==> config.mk <==
export PLATFORM = sky130hd
export DESIGN_NAME = startup_gsr_seq
export DESIGN_NICKNAME = d
export VERILOG_FILES = /design/src/rtl/startup_pkg.sv /design/src/rtl/startup_dly_cnt.sv /design/src/rtl/startup_gsr_seq.sv
export SDC_FILE = /design/constraint.sdc
export NUM_CORES = 1
export LEC_CHECK = 0
export CAP_MARGIN = 30
export CORE_AREA = 2 2 58 60
export CTS_CLUSTER_SIZE = 30
export DETAILED_ROUTE_END_ITERATION = 8
export DIE_AREA = 0 0 60 62
export PLACE_DENSITY = 0.5
export SYNTH_ARGS = -nofsm -noshare
export SYNTH_HDL_FRONTEND = slang
export SYNTH_SLANG_ARGS = --single-unit
==> constraint.sdc <==
create_clock -name C -period 3.35 [get_ports C]
set_clock_uncertainty 0.15 [all_clocks]
set_input_delay 0.5025 -clock C [delete_from_list [all_inputs] [get_ports C]]
set_output_delay 0.5025 -clock C [all_outputs]
set_load 0.01 [all_outputs]
==> src/rtl/startup_pkg.sv <==
// startup_pkg: shared state encodings, output-vector constants and decode
// helper for the startup primitive models.
//   startup_state_e : 3-bit state encoding exposed on the STATE debug port
//   startup_out_t   : packed {gsr, gts, gwe, eos} output vector
//   startup_decode  : Moore output decode, illegal encodings map to RESET
package startup_pkg;

    localparam int unsigned CNT_W = 8;

    typedef enum logic [2:0] {
        ST_RESET    = 3'd0,
        ST_GSR_HOLD = 3'd1,
        ST_GTS_REL  = 3'd2,
        ST_GWE_REL  = 3'd3,
        ST_DONE     = 3'd4,
        ST_USER_GSR = 3'd5
    } startup_state_e;

    typedef struct packed {
        logic gsr;
        logic gts;
        logic gwe;
        logic eos;
    } startup_out_t;

    localparam startup_out_t OUT_RESET    = 4'b1100;
    localparam startup_out_t OUT_GSR_HOLD = 4'b1100;
    localparam startup_out_t OUT_GTS_REL  = 4'b0100;
    localparam startup_out_t OUT_GWE_REL  = 4'b0000;
    localparam startup_out_t OUT_DONE     = 4'b0011;
    localparam startup_out_t OUT_USER_GSR = 4'b1000;

    function automatic startup_out_t startup_decode(input startup_state_e st);
        startup_out_t o;
        case (st)
            ST_RESET:    o = OUT_RESET;
            ST_GSR_HOLD: o = OUT_GSR_HOLD;
            ST_GTS_REL:  o = OUT_GTS_REL;
            ST_GWE_REL:  o = OUT_GWE_REL;
            ST_DONE:     o = OUT_DONE;
            ST_USER_GSR: o = OUT_USER_GSR;
            default:     o = OUT_RESET;
        endcase
        return o;
    endfunction

endpackage

==> src/rtl/startup_dly_cnt.sv <==
// startup_dly_cnt: loadable 8-bit down-counter with zero flag.
//   clk, rst_n : clock, asynchronous active-low reset (count -> 0)
//   load       : load load_val this cycle (has priority over dec)
//   load_val   : value to load
//   dec        : decrement by one, holding at zero
//   zero       : count is zero
module startup_dly_cnt
    import startup_pkg::*;
(
    input  logic             clk,
    input  logic             rst_n,
    input  logic             load,
    input  logic [CNT_W-1:0] load_val,
    input  logic             dec,
    output logic             zero
);

    logic [CNT_W-1:0] cnt_q;
    logic [CNT_W-1:0] cnt_d;

    always_comb begin
        cnt_d = cnt_q;
        if (load) begin
            cnt_d = load_val;
        end else if (dec && (cnt_q != '0)) begin
            cnt_d = cnt_q - 1'b1;
        end
    end

    always_ff @(posedge clk or negedge rst_n) begin
        if (!rst_n) begin
            cnt_q <= '0;
        end else begin
            cnt_q <= cnt_d;
        end
    end

    assign zero = (cnt_q == '0);

endmodule

==> src/rtl/startup_gsr_seq.sv <==
// startup_gsr_seq: FPGA startup sequencer for global set/reset (GSR),
// global tristate (GTS), global write enable (GWE) and end-of-startup (EOS),
// with user-requested re-assertion of GSR after startup completes.
//   C        : clock
//   CLR_N    : asynchronous active-low reset, restarts the sequence
//   GSR_REQ  : user GSR request, optionally inverted by IS_GSR_REQ_INVERTED
//   GSR/GTS/GWE/EOS : registered Moore outputs
//   STATE    : current state encoding (debug)
module startup_gsr_seq
    import startup_pkg::*;
#(
    parameter int unsigned GSR_CYCLES          = 4,
    parameter int unsigned GTS_DELAY           = 1,
    parameter int unsigned GWE_DELAY           = 2,
    parameter logic        IS_GSR_REQ_INVERTED = 1'b0
) (
    input  logic       C,
    input  logic       CLR_N,
    input  logic       GSR_REQ,
    output logic       GSR,
    output logic       GTS,
    output logic       GWE,
    output logic       EOS,
    output logic [2:0] STATE
);

    localparam logic [CNT_W-1:0] GSR_LOAD = CNT_W'(GSR_CYCLES - 1);
    localparam logic [CNT_W-1:0] GTS_LOAD = CNT_W'(GTS_DELAY - 1);
    localparam logic [CNT_W-1:0] GWE_LOAD = CNT_W'(GWE_DELAY - 1);

    startup_state_e   state_q, state_d;
    logic             from_user_q, from_user_d;
    startup_out_t     out_q, out_d;

    logic             req_eff;
    logic             cnt_load;
    logic [CNT_W-1:0] cnt_load_val;
    logic             cnt_dec;
    logic             cnt_zero;

    assign req_eff = GSR_REQ ^ IS_GSR_REQ_INVERTED;

    startup_dly_cnt u_dly_cnt (
        .clk      (C),
        .rst_n    (CLR_N),
        .load     (cnt_load),
        .load_val (cnt_load_val),
        .dec      (cnt_dec),
        .zero     (cnt_zero)
    );

    // State register; outputs are registered from the next state so they
    // change on the same edge as STATE and never glitch.
    always_ff @(posedge C or negedge CLR_N) begin
        if (!CLR_N) begin
            state_q     <= ST_RESET;
            from_user_q <= 1'b0;
            out_q       <= OUT_RESET;
        end else begin
            state_q     <= state_d;
            from_user_q <= from_user_d;
            out_q       <= out_d;
        end
    end

    // Next-state logic. from_user marks a GWE_REL phase entered from
    // USER_GSR, the only GWE_REL phase in which a request is honoured.
    always_comb begin
        state_d      = state_q;
        from_user_d  = from_user_q;
        cnt_load     = 1'b0;
        cnt_load_val = '0;
        cnt_dec      = 1'b0;
        case (state_q)
            ST_RESET: begin
                state_d      = ST_GSR_HOLD;
                from_user_d  = 1'b0;
                cnt_load     = 1'b1;
                cnt_load_val = GSR_LOAD;
            end
            ST_GSR_HOLD: begin
                if (cnt_zero) begin
                    state_d      = ST_GTS_REL;
                    cnt_load     = 1'b1;
                    cnt_load_val = GTS_LOAD;
                end else begin
                    cnt_dec = 1'b1;
                end
            end
            ST_GTS_REL: begin
                if (cnt_zero) begin
                    state_d      = ST_GWE_REL;
                    from_user_d  = 1'b0;
                    cnt_load     = 1'b1;
                    cnt_load_val = GWE_LOAD;
                end else begin
                    cnt_dec = 1'b1;
                end
            end
            ST_GWE_REL: begin
                if (from_user_q && req_eff) begin
                    state_d      = ST_USER_GSR;
                    cnt_load     = 1'b1;
                    cnt_load_val = GSR_LOAD;
                end else if (cnt_zero) begin
                    state_d = ST_DONE;
                end else begin
                    cnt_dec = 1'b1;
                end
            end
            ST_DONE: begin
                if (req_eff) begin
                    state_d      = ST_USER_GSR;
                    cnt_load     = 1'b1;
                    cnt_load_val = GSR_LOAD;
                end
            end
            ST_USER_GSR: begin
                if (cnt_zero && !req_eff) begin
                    state_d      = ST_GWE_REL;
                    from_user_d  = 1'b1;
                    cnt_load     = 1'b1;
                    cnt_load_val = GWE_LOAD;
                end else begin
                    cnt_dec = 1'b1;
                end
            end
            default: begin
                state_d = ST_RESET;
            end
        endcase
    end

    // Output decode
    always_comb begin
        out_d = startup_decode(state_d);
    end

    assign GSR   = out_q.gsr;
    assign GTS   = out_q.gts;
    assign GWE   = out_q.gwe;
    assign EOS   = out_q.eos;
    assign STATE = state_q;

endmodule

==> impl_metrics.ini <==
[outcome]
run_status = completed

[timing]
hold_viol_final = 0
smallest_hold_slack_ns = 0.366
max-slew-margin-rel_pct = 54.5
fmaxAchievable_mhz = 411
timing.setup.tns_ns = 0
finalSetupViolCount = 0
post-route-period-util_pct = 72.6
max_slew.worst_pin.slew_ns = 0.680
slew_viol_final = 0
final_period_minus_worst_setup_slack_ns = 2.43
grt_setup_unrepaired = false

[worst_setup_path]
timing.rr.start = u_dly_cnt.cnt_q[6]
largest_stage_delay_on_the_critical_path_ns = 0.57
critical_path.max_fanout = 8
setup.worst_path.end_class = flop
critical_path_buf_inv_count = 0
crit_chain = or4_4 > or3_4 > o211ai_2 > mux2_1 > o21ai_1
worst_setup_path_start_kind = flop
required_ns = 3.42
cp.arrival_ns = 2.51
path_delay_family = simple AND/OR/NAND/NOR gates
worst_path_max_delay_cell = or4_4
startpoint = u_dly_cnt.cnt_q[6]
path_class = reg2reg

[die]
core_area_mm2 = 0.00318
chipHeight_um = 62
num_ports = 10
chipWidth_um = 60
initial_standard_cell_utilization_of_the_core_pct = 28.2
rows = 21
die_area_mm2 = 0.00372

[grt]
grt_usage_pct = 11.8
first_global_vias = 710
grt_first_pass_wirelength_mm = 3.17
grt.overflow.total = 0
largest_net_degree_at_the_start_of_global_routing = 18
number_of_antenna_violations_at_the_first_check_in_global_routing = 0

[route]
drc_errors = 0
routed_via_density = 4.82
drt_wl_total_mm = 1.91
wl_per_cell_um = 12.2
detail_route.first_pass.iterations = 4
detailroute.via_count = 756
first_iter_violations = 16
ant_nets = 0

[flow_run]
timing.max_cap.violations = 0

[placed_design]
place_inst = 153
dpl.hpwl_mm = 1.33
place_congestion = 0.811
io_buffers = 9

[worst_hold_path]
worst_hold_startpoint = u_dly_cnt.cnt_q[0]
min_path_type = reg2reg

[clocking]
h-tree-depth = 1
ctsLongestPathBuffers = 2
resized_after_cts = 0
cts_hold_repair.buffers = 0
numCtsBuffers = 3
clock_tree.root_cell = clkbuf_4
clock-sinks = 15
post-cts-setup-buffer-count = 0
tritoncts = yes
clk_pin_slew_ns = 0.09
insertion_delay_ns = 0.29

[final_layout]
final_layout_size_suffix_gt1_share_pct = 11.7
fillers = 338
finalNonFillerCells = 157
area_growth_syn_to_layout_pct = 17.2
antenna_cells_inserted = 0
final_core_util_pct = 33.0
nets = 116

[power_and_ir_drop]
pwr_density_cell_mw_per_mm2 = 885
vdd_drop_max_v = 0.000203
finalPower_uw = 929
static-leakage-power_uw = 0.000412

[synthesis]
synthesis.instances = 103
synth-edff-count = 0
postSynth.asyncResetShare_pct = 100
yosys-top-cells-area = dfrtp_1, dfstp_2, o21ai_0
synth_top_area_share_pct = 36.3
yosysSeqAreaShare_pct = 42.2
synth_seq_cells = 15
syn_area_per_cell_um2 = 8.70
synth_area_leader_cell = dfrtp_1
ys.flop_type = dfrtp_1
syn-cell-area_um2 = 896
yosysWarnings = 0
synth.lib_cells_used.distinct = 37
mappedNetlistNets = 107
[cell usage after synthesis (2+ instances only)]
library cell and n:
dfrtp_1 13, nand2_1 8, nor2_1 8, o21ai_0 8, inv_1 7, nor3_1 7
a21oi_1 6, clkbuf_1 4, xnor2_1 4, nand3_1 3, nor4_1 3, a31oi_1 2
and2_1 2, dfstp_2 2, o21ai_1 2, or3_1 2, or4_4 2
[stage by stage]
step | worst slack [ns] | instance area (um^2)
6_report | 0.917 | 1050
3_5_place_dp | 0.864 | 1020
3_3_place_gp | 0.929 | 1020
2_1_floorplan | 1.11 | 896
5_1_grt | 0.794 | 1050
4_1_cts | 0.892 | 1050
[cell type report]
cell class                      instances  area (um^2)  share of cell area, %
Clock buffer                            4         26.3                   2.50
Inverter                                7         26.3                   2.50
Multi-Input combinational cell         75          464                   44.2
Sequential cell                        15          378                   36.0
Tap cell                               46         57.6                   5.48
Timing Repair Buffer                   10         97.6                   9.30
[registers in the layout, summed over array words and instances, names as in the netlist]
register,count
EOS,1
GSR,1
GTS,1
STATE,3
from_user_q,1
u_dly_cnt.cnt_q,8
[layout by cell type, fill, tap and decap left out, drive strengths merged]
cell	Yosys	final
nor3	7	7
and2	2	2
o21ai	10	10
o221ai	1	1
nor3b	1	1
xnor2	4	4
or3	3	3
clkdlybuf4s50	0	9
nand4b	1	1
nand2b	1	1
a21bo	1	1
mux2	1	1
a211oi	1	1
or4	3	3
a21oi	6	6
nor2	8	8
o311ai	1	1
nor4	3	3
or2	1	1
clkbuf	4	4
ha	1	1
buf	2	1
o31ai	1	1
a31oi	2	2
or2b	1	1
o21a	1	1
dfstp	2	2
dfrtp	13	13
nand2	8	8
nand3	3	3
o211ai	1	1
o22ai	2	2
inv	7	7
[worst reg2reg max path: cells and delay by family, from the launching register on]
kind,cells,cell delay (ns)
AND/OR/NAND/NOR,2,0.99
AO/OA/AOI/OAI,2,0.45
multiplexers,1,0.36
flip-flops,1,0.41
[layer usage]
| metal | GRT usage (%) | part of all wire, % | wire [um] |
|---|---|---|---|
| met1 | 14.2 | 48 | 913 |
| met4 | 7.62 | 2.5 | 48 |
| met2 | 19.7 | 49 | 932 |
| met3 | 1.86 | 0.99 | 19 |
| met5 | 0 | 0 | 0 |
[kinds of logic (layout without fill, tap and decap cells)]
group	Yosys count	count (layout)	synth area share, %
DFF	15	15	42.2
muxes	1	1	1.26
AOI/OAI and AO/OA	27	27	19.4
buffers and inverters	13	21	6.01
xor gates and xnor gates	4	4	3.91
adders and majority gates	1	1	1.40
and+or+nand+nor	42	42	25.8
[path summary, 6_finish.rpt]
path	cells after the start	slack [ns]	end
min in group asynchronous	1	0.46	u_dly_cnt.cnt_q[1]
min reg2reg	1	0.37	u_dly_cnt.cnt_q[0]
min	1	0.37	u_dly_cnt.cnt_q[0]
max	5	0.92	u_dly_cnt.cnt_q[0]
max in group asynchronous	1	2.15	u_dly_cnt.cnt_q[3]
max reg2reg	5	0.92	u_dly_cnt.cnt_q[0]
[where the power goes]
part / total [uW] / switching (uW) / internal (uW) / leakage [uW]
registers: 354 / 101 / 252 / 0.000180
logic: 465 / 240 / 225 / 0.000217
clock network: 110 / 64.1 / 46.4 / 0.0000150
No activity file was read; power rests on OpenSTA's default activity.
